**config.mk**
```make
export PLATFORM = sky130hd
export DESIGN_NAME = pipelined_tree_multiplier_flat
export DESIGN_NICKNAME = d
export VERILOG_FILES = /design/src/rtl/pipelined_tree_multiplier_if.sv /design/src/rtl/pipelined_tree_multiplier.sv /design/src/flat_wrapper.sv
export SDC_FILE = /design/constraint.sdc
export NUM_CORES = 1
export LEC_CHECK = 0
export CORE_UTILIZATION = 55
export CTS_BUF_LIST = sky130_fd_sc_hd__clkbuf_8 sky130_fd_sc_hd__clkbuf_16
export CTS_CLUSTER_DIAMETER = 120
export DETAILED_ROUTE_END_ITERATION = 7
export PLACE_DENSITY = 0.75
export SYNTH_ARGS = -nofsm -noshare
export SYNTH_HDL_FRONTEND = slang
export SYNTH_SLANG_ARGS = --single-unit
```
**constraint.sdc**
```tcl
create_clock -name clk -period 2.9 [get_ports clk]
set_input_delay 0.725 -clock clk [delete_from_list [all_inputs] [get_ports clk]]
set_output_delay 0.725 -clock clk [all_outputs]
set_load 0.005 [all_outputs]
```
**src/rtl/pipelined_tree_multiplier_if.sv**
```systemverilog
// Operand/product handshake bundle for pipelined_tree_multiplier.
// The sgn wire exists only when MULT_SIGNED_EN is defined.
interface pipelined_tree_multiplier_if #(
   parameter int WIDTH = 8
);
   logic               in_valid;
   logic               in_ready;
   logic [WIDTH-1:0]   x;
   logic [WIDTH-1:0]   y;
`ifdef MULT_SIGNED_EN
   logic               sgn;
`endif
   logic               out_valid;
   logic               out_ready;
   logic [2*WIDTH-1:0] o;

   modport master (
`ifdef MULT_SIGNED_EN
      output sgn,
`endif
      output in_valid, x, y, out_ready,
      input  in_ready, out_valid, o
   );

   modport slave (
`ifdef MULT_SIGNED_EN
      input  sgn,
`endif
      input  in_valid, x, y, out_ready,
      output in_ready, out_valid, o
   );
endinterface

```
**src/rtl/pipelined_tree_multiplier.sv**
```systemverilog
// Two-stage elastic multiplier: carry-save partial-product reduction, then a
// Kogge-Stone prefix adder. Optional macro MULT_SIGNED_EN adds Baugh-Wooley signed mode.
module pipelined_tree_multiplier #(
   parameter int WIDTH = 8
) (
   input logic                      clk,
   input logic                      rst_n,
   pipelined_tree_multiplier_if.slave bus
);
   localparam int PW     = 2 * WIDTH;
   localparam int NR     = WIDTH + 1;
   localparam int LV     = $clog2(PW);
   localparam int STAGES = 2;

   typedef struct packed {
      logic [PW-1:0] sum_row;
      logic [PW-1:0] carry_row;
      logic          sgn;
   } s1_t;

   logic              sgn_in;
   logic [STAGES:1]   vld_pipe;
   logic              ld1, ld2;
   s1_t               s1_d, s1_q;
   logic [PW-1:0]     o_q, o_d;
   logic [NR-1:0][PW-1:0] pp;
   logic [PW-1:0]     csa_s, csa_c, csa_t;
   logic [LV:0][PW-1:0] gk, pk;
   logic              adder_unused;

`ifdef MULT_SIGNED_EN
   assign sgn_in = bus.sgn;
`else
   assign sgn_in = 1'b0;
`endif

   // Row WIDTH carries the 2^WIDTH Baugh-Wooley constant; 2^(2W-1) is applied as an MSB flip in S2.
   always_comb begin
      pp = '0;
      for (int i = 0; i < WIDTH; i++)
         for (int j = 0; j < WIDTH; j++)
            pp[i][i+j] = (bus.x[j] & bus.y[i]) ^
                         (sgn_in & ((i == WIDTH-1) != (j == WIDTH-1)));
      pp[WIDTH][WIDTH] = sgn_in;
   end

   always_comb begin
      csa_t = '0;
      csa_s = pp[0];
      csa_c = pp[1];
      for (int k = 2; k < NR; k++) begin
         csa_t = csa_s ^ csa_c ^ pp[k];
         csa_c = ((csa_s & csa_c) | (csa_s & pp[k]) | (csa_c & pp[k])) << 1;
         csa_s = csa_t;
      end
   end

   assign s1_d.sum_row   = csa_s;
   assign s1_d.carry_row = csa_c;
   assign s1_d.sgn       = sgn_in;

   assign ld2          = ~vld_pipe[2] | bus.out_ready;
   assign ld1          = ~vld_pipe[1] | ld2;
   assign bus.in_ready = ld1;

   assign gk[0] = s1_q.sum_row & s1_q.carry_row;
   assign pk[0] = s1_q.sum_row ^ s1_q.carry_row;

   for (genvar l = 0; l < LV; l++) begin : g_lvl
      localparam int D = 1 << l;
      for (genvar i = 0; i < PW; i++) begin : g_bit
         if (i >= D) begin : g_cell
            assign gk[l+1][i] = gk[l][i] | (pk[l][i] & gk[l][i-D]);
            assign pk[l+1][i] = pk[l][i] & pk[l][i-D];
         end else begin : g_pass
            assign gk[l+1][i] = gk[l][i];
            assign pk[l+1][i] = pk[l][i];
         end
      end
   end

   // Group propagates beyond the last level and the final carry-out are not needed.
   assign adder_unused = ^{pk, gk[LV][PW-1]};

   always_comb begin
      o_d         = pk[0] ^ {gk[LV][PW-2:0], 1'b0};
      o_d[PW-1]   = o_d[PW-1] ^ s1_q.sgn;
   end

   always_ff @(posedge clk or negedge rst_n) begin
      if (!rst_n) begin
         vld_pipe <= '0;
         s1_q     <= '0;
         o_q      <= '0;
      end else begin
         if (ld1) begin
            vld_pipe[1] <= bus.in_valid;
            if (bus.in_valid) s1_q <= s1_d;
         end
         if (ld2) begin
            vld_pipe[2] <= vld_pipe[1];
            if (vld_pipe[1]) o_q <= o_d;
         end
      end
   end

   assign bus.out_valid = vld_pipe[2];
   assign bus.o         = o_q;
endmodule

```
**src/flat_wrapper.sv**
```systemverilog
// flat-port wrapper written by rule: the top's interface ports become plain ports
module pipelined_tree_multiplier_flat 
#(
   parameter int WIDTH = 8
)
  (clk, rst_n, bus_in_valid, bus_x, bus_y, bus_out_ready, bus_in_ready, bus_out_valid, bus_o);
  pipelined_tree_multiplier_if #(.WIDTH(WIDTH)) bus_i ();
  input logic clk;
  input logic rst_n;
  input wire logic [$bits(bus_i.in_valid)-1:0] bus_in_valid;
  input wire logic [$bits(bus_i.x)-1:0] bus_x;
  input wire logic [$bits(bus_i.y)-1:0] bus_y;
  input wire logic [$bits(bus_i.out_ready)-1:0] bus_out_ready;
  output wire logic [$bits(bus_i.in_ready)-1:0] bus_in_ready;
  output wire logic [$bits(bus_i.out_valid)-1:0] bus_out_valid;
  output wire logic [$bits(bus_i.o)-1:0] bus_o;
  assign bus_i.in_valid = bus_in_valid;
  assign bus_i.x = bus_x;
  assign bus_i.y = bus_y;
  assign bus_i.out_ready = bus_out_ready;
  assign bus_in_ready = bus_i.in_ready;
  assign bus_out_valid = bus_i.out_valid;
  assign bus_o = bus_i.o;
  pipelined_tree_multiplier #(.WIDTH(WIDTH)) u_core (.clk(clk), .rst_n(rst_n), .bus(bus_i));
endmodule
```
==> Flow_metrics.wiki <==
{| class="wikitable"
! Metric !! Value
|-
| Area of the mapped netlist || about 0.0033 mm²
|-
| Biggest area consumer among synthesized cells || dfrtp_1
|-
| Worst skew pair latency || 0.30 ns
|-
| Class of the worst hold path || reg -> reg
|-
| Width of the chip || ~80 µm
|-
| Most common cell after layout, fill and taps aside || dfrtp_1
|-
| First drt pass iteration count || 5
|-
| Final number of hold-violating endpoints || 0
|-
| Reported leakage power || 1.98 nW
|-
| Mean instance size in the synthesized netlist || 11.1 µm²
|-
| Dominant cell type by count on the critical path || fa_1
|-
| Violated checks || setup timing
|-
| Nature of the critical path endpoint || register
|-
| Final HPWL DP || between 4 and 5 mm
|-
| GPL Wtd Cong || 0.723
|-
| Clock transition at the register clock pins on the worst setup and hold paths after CTS || roughly 0.09 ns
|-
| Post-synthesis sequential element count || 41
|-
| Routed len/inst || 14.7 µm
|-
| Buffer levels on the longest clock path || 2
|-
| Worst EP required || between 3 and 4 ns
|-
| Clock tree from TritonCTS || built
|-
| Setup repair after global routing missed its margin || true
|-
| Area fraction of the dominant cell type after synthesis || 0.309
|-
| Number of distinct library cells after synthesis || 37
|-
| Number of diodes added for antenna fixing || 0
|-
| Slew of the pin with the lowest slew margin || 0.889 ns
|-
| Overall die area || 0.00635 mm²
|-
| Site Rows || 27
|-
| Post-detailed-routing wire length || between 6 and 7 mm
|-
| Peak clock frequency supported by timing || around 230 MHz
|-
| Number of max-cap violations || 0
|-
| Sink Count || 41
|-
| Number of warnings reported in the yosys synthesis log || 0
|-
| Max VDD drop || 0.433 mV
|-
| DR iter-0 viols || 49
|-
| Placed standard-cell area || just under 0.004 mm²
|-
| Vias after detailed routing || ~2400
|-
| Crit path time final || roughly 4.3 ns
|-
| Critical-path cell list || buf_12, nand2_4, fa_1, fa_2, fa_1, fa_1, inv_1, fa_1, inv_2, fa_1, inv_2, ha_4, mux2_4
|-
| Area Growth Syn to Fin || 29.4%
|-
| Worst setup slack for register-to-register paths || 0.97 ns
|-
| Number of input and output port buffers inserted || 37
|-
| Number of nets at the end of the flow || between 400 and 500
|-
| Setup Crit Path Kind || in -> reg
|-
| Highest-count cells in the layout ignoring fill and taps || dfrtp_1, nand2_1, fa_2, inv_1, clkdlybuf4s50_1
|-
| Max-slew violation total from the final report || 0
|-
| Relative slew margins || 0.407
|-
| Maximum number of pins on one net before global-route repair || 42
|-
| Cell type of the slowest stage on the worst timing path || fa_2
|-
| Vias in the first global route || between 2000 and 2500
|-
| Share of synthesized area occupied by flip-flops and latches || 0.309
|-
| Number of instances in the synthesized netlist || 299
|-
| Overflow left after global routing || 0
|-
| Worst Path Buf+Inv || 4
|-
| Residual DRC count || 0
|-
| Per-cell via count in the routed design || 5.47
|-
| Startpoint type of the worst setup path || input pin
|-
| Worst path setup slack after routing || -1.36 ns
|-
| Final design instance area without fill || 0.00429 mm²
|-
| Antenna violations before repair || 0
|-
| Number of levels in the clock H-tree || 2
|-
| Status || complete, but fails checks
|-
| Antenna viol nets, final || 0
|-
| Highest cell delay on the worst timing path || 0.56 ns
|-
| Core area || 0.00568 mm²
|-
| Final-layout worst hold slack || 0.482 ns
|-
| Floorplan die height || 79.7 µm
|-
| Critical path's top delay family || adder cells
|-
| Top post-synthesis cells by area || dfrtp_1, fa_1, ha_1
|-
| Number of clock buffers inserted by TritonCTS || 5
|-
| Overall track demand over capacity in global routing || 0.225
|-
| Starting density of the core || 0.585
|-
| Root Driver || clkbuf_8
|-
| Total setup violations reported at the end of the flow || 19
|-
| Proportion of layout cells with a drive suffix above 1 || 0.358
|-
| Mapped Nets || about 380
|-
| WP data arrival || 4.43 ns
|-
| IO Count || 38
|-
| Largest fanout of any net on the critical path || 5
|-
| Final cell utilization of the core || 0.757
|-
| Clock Skews || 0.0133 ns
|-
| Tcrit/Tclk final || 1.47
|-
| Power density over cell area || 700 mW/mm²
|-
| Final Power || 3.01 mW
|-
| First-pass GRT wire length || 10.9 mm
|-
| Post-Place Worst Slack || -2.19 ns
|}
==> synth_stat cells <==
cell and n:
nand2_1 47, fa_1 42, dfrtp_1 41, inv_1 40
and2_1 25, ha_1 22, mux2_1 20, mux2_2 10
o21ai_0 7, nand3_1 4, a211oi_1 3, clkbuf_1 3
nand2b_1 3, nor2_1 3, a21o_1 2, a21oi_1 2
buf_4 2, nand4b_1 2, o311a_1 2, xor2_1 2
a2111o_1 1, a211o_1 1, a22oi_1 1, and3_1 1
buf_2 1, mux2i_1 1, nand2_2 1, nand4_1 1
nor2b_1 1, nor2b_4 1, o2111ai_1 1, o211a_1 1
o21a_1 1, o21a_2 1, o31a_1 1, or4_1 1
or4b_1 1
==> layout make-up <==
type / count / area, µm²
clock inverter: 3 / 18.8
sequential: 41 / 1030
inverter: 40 / 153
fill: 382 / 1380
tap: 72 / 90.1
clock buffer: 5 / 68.8
timing repair buffer: 57 / 532
multi-input combinational: 212 / 2410
==> per-stage QoR <==
stage,setup TNS [ns],std cells
finish,-16.32,430
CTS,-16.52,429
detailed placement,-33.33,421
global route,-17.29,430
floorplan,-19.42,299
global placement,-32.49,421
==> routing by layer <==
metal  share of wire  track usage
met5               0            0
met2            0.52        0.381
met3           0.030       0.0343
met4           0.011       0.0691
met1            0.43        0.297
==> repair_timing <==
action                     CTS  global route
resized for setup           92            28
hold buffers                 0             0
cloned                       0             0
pin swaps                   26            22
buffers inserted             0             1
setup endpoints to repair   20            19
==> logic make-up after synthesis <==
logic type,share of synthesized area
AND/OR/NAND/NOR,0.138
AO/OA/AOI/OAI,0.0524
adder cells (fa/ha/maj),0.336
XOR/XNOR,0.00528
flip-flops,0.309
buffers and inverters,0.0547
multiplexers,0.105
==> power breakdown <==
part	internal, mW	total, mW	switching [mW]
Clock	0.166	0.382	0.216
Sequential	0.791	0.916	0.125
Combinational	0.972	1.71	0.736
Total	1.93	3.01	1.08
==> worst paths after layout <==
kind	start	endpoint	cells past startpoint
min	u_core.bus.o[12]	u_core.bus.o[12]	1
min in group asynchronous	rst_n	u_core.bus.o[0]	1
max in group asynchronous	rst_n	u_core.s1_q[21]	1
max	bus_y[2]	u_core.s1_q[24]	13
max reg2reg	u_core.s1_q[9]	u_core.bus.o[14]	7
min reg2reg	u_core.bus.o[12]	u_core.bus.o[12]	1
==> worst reg2reg max path, cell delays in order (launching register included) <==
cell and delay [ns]:
dfrtp_1 0.40, ha_1 0.23, inv_1 0.08, fa_1 0.26, nor2b_4 0.06, o31a_1 0.27
or4_1 0.48, nand3_1 0.09
==> sequential cells by signal, summed over array words and instances (netlist names) <==
signal,flops
u_core.bus.o,16
u_core.vld_pipe,2
u_core.s1_q,23
Note: power is estimated with default switching activity, not from simulation.
